==> src/rtl/tt_um_logic_pipe.sv <==
// tt_um_logic_pipe: selectable bitwise op (AND/OR/XOR/NAND) on two operands, or a
// fold into a running accumulator. Results travel through an elastic valid/ready
// pipeline that is STAGES registers deep, and a counter tracks delivered beats.
// Optional feature macro: LOGIC_POPCNT_EN adds a registered ones-count of y that
// moves through the pipeline alongside y.
module tt_um_logic_pipe #(
  parameter int WIDTH  = 8,
  parameter int STAGES = 2,
  parameter int CNT_W  = 8
) (
  input  logic             clk,
  input  logic             reset,
  input  logic [WIDTH-1:0] a,
  input  logic [WIDTH-1:0] b,
  input  logic [1:0]       op,
  input  logic             acc_en,
  input  logic             acc_clr,
  input  logic             in_valid,
  output logic             in_ready,
  output logic [WIDTH-1:0] y,
  output logic             out_valid,
  input  logic             out_ready,
  output logic [CNT_W-1:0] beat_cnt
`ifdef LOGIC_POPCNT_EN
  ,
  output logic [$clog2(WIDTH+1)-1:0] popcnt
`endif
);

  logic [WIDTH-1:0]  data_q [STAGES];
  logic [STAGES-1:0] valid_q;
  logic [STAGES-1:0] load_en;
  logic [WIDTH-1:0]  acc_q;
  logic [CNT_W-1:0]  cnt_q;
  logic [WIDTH-1:0]  operand_b;
  logic [WIDTH-1:0]  result;
  logic              accept;
  logic              deliver;

  // Per-stage load enable: a stage may load when some stage at or after it is
  // empty, or when the tail is draining. Walking back from the tail keeps the
  // ready chain bubble-free.
  always_comb begin
    logic go;
    load_en = '0;
    go      = out_ready;
    for (int i = STAGES - 1; i >= 0; i--) begin
      go         = go | !valid_q[i];
      load_en[i] = go;
    end
  end

  assign in_ready  = load_en[0];
  assign accept    = in_valid & load_en[0];
  assign out_valid = valid_q[STAGES-1];
  assign y         = data_q[STAGES-1];
  assign deliver   = valid_q[STAGES-1] & out_ready;
  assign beat_cnt  = cnt_q;

  // Operand select and the bitwise op itself; the accumulator replaces b when folding.
  always_comb begin
    operand_b = acc_en ? acc_q : b;
    result    = '0;
    unique case (op)
      2'b00:   result = a & operand_b;
      2'b01:   result = a | operand_b;
      2'b10:   result = a ^ operand_b;
      default: result = ~(a & operand_b);
    endcase
  end

  // Pipeline registers: valids shift on load; data only moves when its source holds
  // a real beat, so y does not toggle on bubbles.
  always_ff @(posedge clk) begin
    if (reset) begin
      valid_q <= '0;
      for (int i = 0; i < STAGES; i++) data_q[i] <= '0;
    end else begin
      if (load_en[0]) begin
        valid_q[0] <= accept;
        if (accept) data_q[0] <= result;
      end
      for (int i = 1; i < STAGES; i++) begin
        if (load_en[i]) begin
          valid_q[i] <= valid_q[i-1];
          if (valid_q[i-1]) data_q[i] <= data_q[i-1];
        end
      end
    end
  end

  // Accumulator: a clear beats a same-cycle fold, which still consumed the old value.
  always_ff @(posedge clk) begin
    if (reset) begin
      acc_q <= '1;
    end else if (acc_clr) begin
      acc_q <= '1;
    end else if (accept && acc_en) begin
      acc_q <= result;
    end
  end

  // Delivered-beat counter, free-running wrap.
  always_ff @(posedge clk) begin
    if (reset) begin
      cnt_q <= '0;
    end else if (deliver) begin
      cnt_q <= cnt_q + CNT_W'(1);
    end
  end

`ifdef LOGIC_POPCNT_EN
  localparam int PCW = $clog2(WIDTH + 1);

  logic [PCW-1:0] pc_q [STAGES];

  function automatic logic [PCW-1:0] ones(input logic [WIDTH-1:0] v);
    logic [PCW-1:0] n;
    n = '0;
    for (int i = 0; i < WIDTH; i++) n = n + PCW'(v[i]);
    return n;
  endfunction

  // Ones count shadows the data path so it stalls and advances with y.
  always_ff @(posedge clk) begin
    if (reset) begin
      for (int i = 0; i < STAGES; i++) pc_q[i] <= '0;
    end else begin
      if (accept) pc_q[0] <= ones(result);
      for (int i = 1; i < STAGES; i++) begin
        if (load_en[i] && valid_q[i-1]) pc_q[i] <= pc_q[i-1];
      end
    end
  end

  assign popcnt = pc_q[STAGES-1];
`endif

endmodule

==> config.mk <==
export PLATFORM = sky130hd
export DESIGN_NAME = tt_um_logic_pipe
export DESIGN_NICKNAME = d
export VERILOG_FILES = /design/src/rtl/tt_um_logic_pipe.sv
export SDC_FILE = /design/constraint.sdc
export NUM_CORES = 1
export LEC_CHECK = 0
export CORE_MARGIN = 8
export CORE_UTILIZATION = 31
export DETAILED_ROUTE_END_ITERATION = 10
export GPL_TIMING_DRIVEN = 0
export PLACE_DENSITY = 0.61
export SKIP_LAST_GASP = 1
export SYNTH_ARGS = -nofsm -noshare
export SYNTH_HDL_FRONTEND = slang
export SYNTH_SLANG_ARGS = --single-unit
==> constraint.sdc <==
create_clock -name clk -period 2.15 [get_ports clk]
set_clock_uncertainty 0.2 [all_clocks]
set_input_delay 0.43 -clock clk [delete_from_list [all_inputs] [get_ports clk]]
set_output_delay 0.43 -clock clk [all_outputs]
set_load 0.02 [all_outputs]
Word-level counts from Yosys, hierarchy flattened. Memory sizes are Yosys's and may differ from the RTL's. Index checks and enable logic that the tools add are counted.

Add/subtract/negate cells: 1. Eq/ne operators: 2. Mux-type cells: 14. Bitwise logic cells: 10. Reduce and logical (&&, ||, !) cells: 5.

Operators with widths (count): 8-bit 2-to-1 mux (3); 8-bit case mux with 3 select lines (1); 1-bit 2-to-1 mux (10); 8-bit by 1-bit adder with 8-bit output, second input constant (1); 8-bit bitwise AND (1); 8-bit inverter (1); 8-bit bitwise OR (1); 8-bit bitwise XOR (1); 1-bit bitwise OR (4); 1-bit bitwise AND (2); 2-bit by 1-bit equality test with 1-bit output, second input constant (1); 2-bit equality test, second input constant (1); 1-bit logical NOT (2); 2-bit logical NOT (1); 2-bit OR reduction (1); 1-bit logical AND (1).

Register bits: 18. Bits in writable memories: 16. Bits of input ports: 24. Output and inout bits: 18. Word-level logic and storage cells: 37. Memories kept: 1.

Memory list: data_q (depth 2, width 8, rd ports 2, clocked after memory_dff 0, wr ports 2, line 30) `logic [WIDTH-1:0] data_q [STAGES];`.

Longest topological paths before layout.
Word-level depth: 9. Depth in mapped cells: 8. Depth with buffers taken out: 7.

Least setup slack after synthesis. Ideal clock, no wire load.

Kind: input -> register. Start: input port acc_en. End: memory data_q[0][0], data pin. Library setup time: 0.258 ns. Data arrival time: 1.552 ns. Required time: 1.692 ns. Path slack: 0.139 ns. Stages: 7. Buffers on the path: 1. Cell sequence: buf_4 -> mux2i_1 -> inv_1 -> ha_1 -> o31a_2 -> o21ai_0 -> nor2_1.

RTL lines: from (decl) (line 16) `input logic acc_en,`; to (decl) (line 30).

Worst setup path after layout.
Start: register valid_q[1]. End: output port out_valid.

RTL lines: from (decl) (line 31) `logic [STAGES-1:0] valid_q;`; from (signal, indexed assignment) (line 85) `valid_q[i] <= valid_q[i-1];`; to (decl) (line 21) `output logic out_valid,`.

No word-level cell between the ends.

==> impl_metrics.ini <==
[timing]
holdWs_ns = 0.276
min_period_ns = 2.05
hold_viol = 0
finalSetupTns_ns = 0
setup_viol = 0
fin_crit_sh_pct = 95.5
rsz0062_at_grt = false
fin_ws_ns = 0.0958
slew_headroom_pct = 62.8
tightest_slew_ns = 0.554
slew_viol_final = 0
fmax_mhz = 487

[grt]
grt_max_degree = 13
track_usage_pct = 7.89
grt_pass1_wl_microns = 5840
grt_pass1_vias = 1326
grt-ovfl-total = 0
antenna_found_initial = 0

[synthesis]
yosysSeqAreaShare_pct = 42.4
synth-edff-count = 16
netlist_area_sq_mm = 0.00198
yosys_warnings = 0
ys_ff_latch = 34
ys_types = 34
synthCells = 211
synth_top_cell_area_share_pct = 24.2
async_flop_share_pct = 0
synth_area_leaders = edfxtp_1 24%, dfxtp_1 18%, ha_1 11%, mux2i_1 7.6%, a21oi_1 5.6%
synthFlopType = dfxtp_1
syn_nets = 252
yosysMostFrequentCell = nor2_1
yosys.area.top_type = edfxtp_1
synth.avg_cell_area_sq_um = 9.40
netlist_top_cells_count = 28 x nor2_1, 25 x inv_1, 22 x a21oi_1

[cts]
cts_setup_buffers = 0
cts-root-buf = clkbuf_8
cts_buffers = 5
clock_latency_ns = 0.28
tritoncts = built
cts_htree_levels = 2
cts.sinks = 34
clkTransAtPathRegs_ns = 0.07
clockBufferDepth = 2

[detailed_routing]
avgViaCountPerCell = 4.43
ant_nets = 0
dr_total_vias = 1484
drc = 0
drt_iter0_markers = 64
drt_pass1_iterations = 4
routed_wl_microns = 3750
wire_per_inst_microns = 11.2

[pwr]
clkPwrFrac_pct = 34.4
p_comb_share_pct = 18.1
p_int_mw = 1.15
switchingPower_uw = 379
p_sw_share_pct = 24.7
ir_drop_mv = 0.422
pwr-share-seq_pct = 47.5
p_per_area_mw_per_mm2 = 593
leakage_nw = 1.07

[worst_setup_path]
cp.required_ns = 1.52
reg2reg_to = data_q[0][1]$_SDFFCE_PN0P_
r2r-start = acc_q[1]$_SDFFE_PP1P_
critical_path_class = reg -> out
path_cells = clkdlybuf4s50_1
worst_path_largest_cell_delay_ns = 0.67
setup.worst_path.end_class = output pin
critical-path-top-delay-family = buffers and inverters
cp_max_fo = 7
cp_slowest_cell = clkdlybuf4s50_1
critPathArrivalTime_ns = 1.42
r2r_cells = 6
cp-start-kind = register
cp.buffers_inverters = 1
r2r_slack_ns = 0.35

[hold_path]
hp-start = acc_q[5]$_SDFFE_PP1P_
hold_path.class = reg -> reg
hold_depth = 2
min_to = acc_q[5]$_SDFFE_PP1P_

[cells_and_area]
fin_util_pct = 41.2
drive_gt1_share_pct = 12.0
fillCellCount = 626
fin_nets = 298
area_growth_syn_to_layout_pct = 30.4
multiInputGateArea_sq_um = 942
regArea_sq_um = 841
n_antenna_cell = 0

[place]
io_buffers = 39
place.gp.congestion = 0.736
dpl.hpwl_microns = 3080
place_ws_ns = -0.467

[floorplan]
core_sq_mm = 0.00628
die_width_microns = 96.0
dieHeight_microns = 96.0
die_area_sq_mm = 0.00921
rows = 29
initial_utilization_pct = 31.6
ios = 42

[outcome]
status = finished clean

[flow_run]
cap_violations = 0
==> state kept, by name, summed over array words and instances, names as in the netlist <==
register  flops
beat_cnt      8
valid_q       2
acc_q         8
data_q       16
==> timing repair <==
item	4_1_cts	5_1_grt
hold endpoints to repair	0	0
hold buffers	0	0
resized for setup	4	3
setup endpoints to repair	1	1
==> kinds of logic (layout without fill, tap and decap cells) <==
| kind of cell | count (synthesis) | in the layout | synth area share [%] |
|---|---|---|---|
| buffers and inverters | 41 | 88 | 10.5 |
| AOI/OAI and AO/OA | 37 | 37 | 10.7 |
| xor gates and xnor gates | 5 | 5 | 2.21 |
| muxes | 15 | 15 | 7.57 |
| DFF | 34 | 34 | 42.4 |
| and+or+nand+nor | 62 | 62 | 16.0 |
| adders and majority gates | 17 | 17 | 10.7 |
==> power groups by stage <==
stage	Sequential (mW)	Combinational (mW)	Clock (mW)
finish	0.728	0.277	0.527
global route	0.732	0.308	0.564
CTS	0.728	0.277	0.545
detailed placement	0.743	0.277	0
global placement	0.742	0.271	0
floorplan	0.743	0.169	0
==> cells in the final DEF (no fill, tap or decap), types with 6 or more instances in the layout <==
cell type	n
dfxtp_1	18
nor2_1	28
buf_4	9
nor3_1	7
inv_1	25
mux2i_1	14
clkbuf_8	6
edfxtp_1	16
a21oi_1	22
and2_1	8
ha_1	17
clkdlybuf4s50_1	37
==> layer usage <==
layer | share of wire, % | global-route usage, % | vias to the layer above
met1 | 44 | 9.74 | 656
met5 | 0 | 0 | -
met3 | 5.7 | 1.87 | 4
met4 | 0.56 | 3.46 | 0
met2 | 49 | 12.8 | 30
li1 | - | - | 794
==> area by class of cell <==
class                   instances  area share (%)
plain buffers                  16            4.40
clock buffers                   6            3.63
clock inverters                 2           0.581
inverters                      25            3.63
multi-input cells             136            36.4
flip-flops and latches         34            32.5
well taps                      77            3.73
repair buffers                 39            15.1
==> worst max path at each step <==
stage,end,cells after the start,slack (ns),from
6_report,out_valid,1,0.1,valid_q[1]$_SDFFE_PP0P_
5_1_grt,out_valid,1,0.04,valid_q[1]$_SDFFE_PP0P_
2_1_floorplan,data_q[0][0]$_SDFFCE_PN0P_,7,0.14,acc_en
3_5_place_dp,in_ready,5,-0.47,out_ready
3_3_place_gp,in_ready,5,-0.47,out_ready
4_1_cts,data_q[0][0]$_SDFFCE_PN0P_,7,0.07,b[0]
==> metrics by stage <==
stage / power (mW) / area [sq um] / instances
after floorplan: 0.911 / 1980 / 211
after global placement: 1.01 / 2470 / 327
after detailed placement: 1.02 / 2470 / 327
after CTS: 1.55 / 2580 / 335
after global routing: 1.60 / 2590 / 335
final: 1.53 / 2590 / 335
Note: power is estimated with default switching activity, not from simulation.
